<file path="config.mk">
export PLATFORM = sky130hd
export DESIGN_NAME = uart_tx_feeder
export DESIGN_NICKNAME = d
export VERILOG_FILES = /design/src/rtl/uart_tx_feeder.sv
export SDC_FILE = /design/constraint.sdc
export NUM_CORES = 1
export LEC_CHECK = 0
export ABC_AREA = 1
export CAP_MARGIN = 15
export CORE_UTILIZATION = 35
export CTS_CLUSTER_SIZE = 20
export DETAILED_ROUTE_END_ITERATION = 8
export DONT_BUFFER_PORTS = 1
export GPL_TIMING_DRIVEN = 0
export PLACE_DENSITY = 0.6
export SETUP_SLACK_MARGIN = 0.05
export SYNTH_ARGS = -nofsm -noshare
export SYNTH_HDL_FRONTEND = slang
export SYNTH_SLANG_ARGS = --single-unit
</file>
<file path="constraint.sdc">
create_clock -name clk -period 3 [get_ports clk]
set_input_delay 0.9 -clock clk [delete_from_list [all_inputs] [get_ports clk]]
set_output_delay 0.9 -clock clk [all_outputs]
set_load 0.005 [all_outputs]
</file>
<file path="src/rtl/uart_tx_feeder.sv">
// Byte FIFO and sequencer in front of the Uart8 transmitter: queues bytes at clk rate,
// presents one at a time on txByte/txStart and pops it on the rising edge of txDone.
module uart_tx_feeder #(
  parameter int DEPTH      = 16,
  parameter int ADDR_WIDTH = 4
) (
  input  logic                  clk,
  input  logic                  rst,
  input  logic                  enable,
  input  logic                  wrEn,
  input  logic [7:0]            wrData,
  output logic                  full,
  output logic                  empty,
  output logic [ADDR_WIDTH:0]   count,
  output logic                  overflow,
  output logic                  txEn,
  output logic                  txStart,
  output logic [7:0]            txByte,
  input  logic                  txBusy,
  input  logic                  txDone
);

  typedef enum logic [1:0] {IDLE, START, BUSY} state_t;

  state_t                state;
  logic [7:0]            mem [DEPTH];
  logic [ADDR_WIDTH-1:0] wr_ptr;
  logic [ADDR_WIDTH-1:0] rd_ptr;
  logic [ADDR_WIDTH-1:0] rd_next;
  logic                  done_q;
  logic                  done_rise;
  logic                  pop;
  logic                  push;
  logic [ADDR_WIDTH:0]   count_next;
  logic [7:0]            next_head;

  // A byte written in the same cycle it becomes the new head is forwarded directly,
  // since the memory copy is not visible until the following cycle.
  always_comb begin
    done_rise  = txDone & ~done_q;
    pop        = (state == BUSY) & done_rise;
    push       = wrEn & (~full | pop);
    rd_next    = rd_ptr + 1'b1;
    count_next = count;
    if (push && !pop)
      count_next = count + 1'b1;
    else if (pop && !push)
      count_next = count - 1'b1;
    if (push && (wr_ptr == rd_next))
      next_head = wrData;
    else
      next_head = mem[rd_next];
  end

  always_ff @(posedge clk) begin
    if (push)
      mem[wr_ptr] <= wrData;
  end

  always_ff @(posedge clk or posedge rst) begin
    if (rst) begin
      state    <= IDLE;
      wr_ptr   <= '0;
      rd_ptr   <= '0;
      count    <= '0;
      empty    <= 1'b1;
      full     <= 1'b0;
      overflow <= 1'b0;
      done_q   <= 1'b0;
      txEn     <= 1'b0;
      txStart  <= 1'b0;
      txByte   <= 8'h00;
    end else begin
      done_q   <= txDone;
      txEn     <= enable;
      overflow <= wrEn & ~push;
      count    <= count_next;
      empty    <= (count_next == '0);
      full     <= (count_next == (ADDR_WIDTH+1)'(DEPTH));
      if (push)
        wr_ptr <= wr_ptr + 1'b1;
      if (pop)
        rd_ptr <= rd_next;

      case (state)
        IDLE: begin
          txStart <= 1'b0;
          if (enable && !empty) begin
            state   <= START;
            txStart <= 1'b1;
            txByte  <= mem[rd_ptr];
          end
        end
        START: begin
          if (txBusy) begin
            state   <= BUSY;
            txStart <= 1'b0;
          end
        end
        BUSY: begin
          txStart <= 1'b0;
          if (pop) begin
            if (enable && (count_next != '0)) begin
              state   <= START;
              txStart <= 1'b1;
              txByte  <= next_head;
            end else begin
              state <= IDLE;
            end
          end
        end
        default: begin
          state   <= IDLE;
          txStart <= 1'b0;
        end
      endcase
    end
  end

endmodule

</file>
==> results.txt <==
- In this run, the number of DRC markers left after iteration 0 of detailed routing was ~860.
* Setup Skew: 9.06 ps
- Clock transition at the registers of the reported paths: around 60 ps
- Critical-path cell with the highest stage delay: sky130_fd_sc_hd__clkbuf_1
* Final number of max-transition violations: 0
* Die boundary width: between 150 and 200 um
* CTS H-tree lvls: 4
- Root buffer cell: sky130_fd_sc_hd__clkbuf_16
* Post-Synthesis Net Count: just under 900
* Sort of element at the end of the critical path: flop
- Max Buffers Root-to-Sink: 2
* Total count of hold-check failures in the final report: 0
- In this run the remaining antenna-violating nets after routing total 0.
* Maximum VDD drop: about 0.46 mV
* I/O pin total: 32
* Met3 track demand over resource: 0.0476
- Of the available clock period, the critical path in the final layout requires 0.947.
* Via count of the first global-routing pass: just over 6000
- Once the clock tree was built, the setup fixing pass inserted 0 buffers.
- Across every metal layer, demand over resource in global routing totals 0.224.
- The average instance in the mapped netlist occupies 9.38 um2.
* Area of the die: ~0.023 mm2
- Rel. slew slack: 0.387
* Met1 track demand over resource: 0.308
- TritonCTS clock tree: yes
- Entering global routing, the biggest net connects 30 pins.
- Leading cell types in the layout, fill and taps excluded: sky130_fd_sc_hd__nand3_1 (132), sky130_fd_sc_hd__edfxtp_1 (128), sky130_fd_sc_hd__nand2_1 (118)
- Count of maximum capacitance violations: 0
- The count of buffers added on input and output ports is 0.
- Counting the buffers created by CTS gives 17.
- LEAKAGE: 3.51 nW
- R2R depth: 12
- Grt total ovfl: 0
- Die Span Y: approximately 150 um
- Standard-cell row count: 54
* Share of post-route cells with drive strength above 1: 0.0835
- The tree built by TritonCTS fans out to ~160 sinks.
- Antenna violations before repair: 0
* Result of the run: completed
- Arrival time at the worst endpoint: approximately 3200 ps
- Final TNS setup: 0 ps
* Cells along the critical path: ha_1, clkbuf_1, clkbuf_1, a21oi_1, o21ai_0, nand3_1, nand3_1, nand3_1, nand3_1, nand2_1, nand2_1, nand2_1
- In the routed layout, each cell is associated on average with a via count of roughly 5.7.
* Overall via count from detail_route: between 6000 and 7000
- The worst path in the final design needs a cycle of between 2000 and 3000 ps, including I/O delays and setup.
- Crit path launch type: flop
* DP Wirelength: roughly 18 mm
* Total wire length after detailed routing: approximately 26 mm
* Data required time of the critical path: 3320 ps
* Most common cell after layout, fill and taps aside: sky130_fd_sc_hd__nand3_1
* Top fanout value on the critical path: 10
- First-pass iteration count of the detailed router: 5
* Relative area change from synthesis to final layout: 12.1%
- For this run, the register share of the synthesized area comes to 0.571.
- Stage delay of the slowest cell on the critical path: ~540 ps
* Type of the tightest min-delay check: primary input to async pin
- For this run, the number of Yosys warnings is 0.
- Slew @ Worst Pin: 916 ps
- Routability Congestion: 0.943
* Count of cell types in the netlist: 30
* Skew-Pair Late Insertion Delay: 430 ps
- The layer flagged by global routing as most heavily used is met2.
- Cell occurring most often along the worst timing path: sky130_fd_sc_hd__nand3_1
- Setup Crit Path Kind: flop to flop
- For this design the ratio of total power to cell area is roughly 1100 mW/mm2.
- Unrepaired setup endpoints after global routing: true
- Derived from the worst setup path, the maximum achievable clock frequency is roughly 350 MHz.
- In the global route stage, met2 resource usage came out at 0.349.
- Total power after layout: 0.0102 W
- The initial utilization of the core area, before any placement, comes to 0.362.
* Wire length per cell: roughly 22 um
- First-pass GRT wire length: approximately 38 mm
- In this run the cell area of the synthesized design comes to between 0.008 and 0.009 mm2.
- Number of diodes: 0
* FF+latch count, synth: 157
* Placeable core region: 0.0221 mm2
- For this run, design rule violations remaining after detail routing come to 0.
- Synthesis produced a netlist whose cell count is roughly 850.
- Setup violations remaining at the end of the flow were counted as 0.
- # nets final: ~900
[final cells by class]
type                            instances  area, um2
Fill cell                            2140      13100
Timing Repair Buffer                    1       27.5
Buffer                                 52        221
Multi-Input combinational cell        548       2860
Clock buffer                           17        425
Clock inverter                         15        159
Tap cell                              280        350
Sequential cell                       157       4570
Inverter                               96        362
[per-stage QoR]
step	hold WS, ps	cells	utilization	cell area [um2]	setup WS [ps]
6_report	433	1166	0.406	8970	158
2_1_floorplan	489	853	-	8010	615
4_1_cts	490	1165	0.405	8940	113
3_3_place_gp	526	1133	0.378	8360	34.7
3_5_place_dp	533	1133	0.378	8360	30.9
5_1_grt	480	1166	0.406	8970	42.4
[registers in the layout (all words and copies together), names as in the netlist]
signal    cells
state         2
txStart       1
count         5
overflow      1
mem         128
done_q        1
txByte        8
txEn          1
wr_ptr        4
empty         1
full          1
rd_ptr        4
[cell usage after synthesis, drive strengths merged]
library cell  number  share of area
a21oi             98          0.061
buf               24          0.014
clkbuf            28          0.013
clkinv             1        0.00062
dfrtp             28          0.088
dfstp              1         0.0033
edfxtp           128           0.48
ha                 7          0.011
inv               95          0.045
nand2            125          0.062
nand3            136          0.088
nand3b             9         0.0084
nand4              4         0.0031
nor2              26          0.015
nor3               1         0.0020
o211ai            32          0.030
o21ai            100          0.063
o22ai              1        0.00078
xor2               9          0.012
[final timing paths]
path | start | endpoint | slack [ps]
worst max-delay path | rd_ptr[0] | txByte[6] | 160
worst min-delay path | rst | count[4] | 430
worst max register to register | rd_ptr[0] | txByte[6] | 160
worst min register to register | txStart | txStart | 540
max in group asynchronous | rst | empty | 1980
min in group clk | enable | txEn | 500
[metal layers]
metal | vias to the layer above | share of wire
met3 | 49 | 0.088
met1 | 3193 | 0.43
met4 | 0 | 0.027
li1 | 3034 | -
met2 | 336 | 0.46
met5 | - | 0
[timing repair]
action	CTS	global route
gates resized for setup	0	5
hold buffers	0	0
endpoints found under the setup margin	0	6
[logic make-up after synthesis]
| family | Yosys count | share of synthesized area |
|---|---|---|
| AOI/OAI and AO/OA | 231 | 0.155 |
| xor gates and xnor gates | 9 | 0.0117 |
| adders and majority gates | 7 | 0.0109 |
| buffers and inverters | 148 | 0.0722 |
| DFF | 157 | 0.571 |
| and+or+nand+nor | 301 | 0.180 |
[report_power, final]
| part | total [W] | internal [W] | switching, W |
|---|---|---|---|
| Combinational | 0.00512 | 0.00144 | 0.00369 |
| Sequential | 0.00293 | 0.00270 | 0.000224 |
| Clock | 0.00217 | 0.00124 | 0.000931 |
[worst max-delay path: cells and delay by family (launching register included)]
family	cells	cell delay [ps]
flip-flops	1	450
AND/OR/NAND/NOR	7	690
buffers and inverters	2	960
adder cells (fa/ha/maj)	1	410
AO/OA/AOI/OAI	2	210
(Power assumes the default switching activity.)
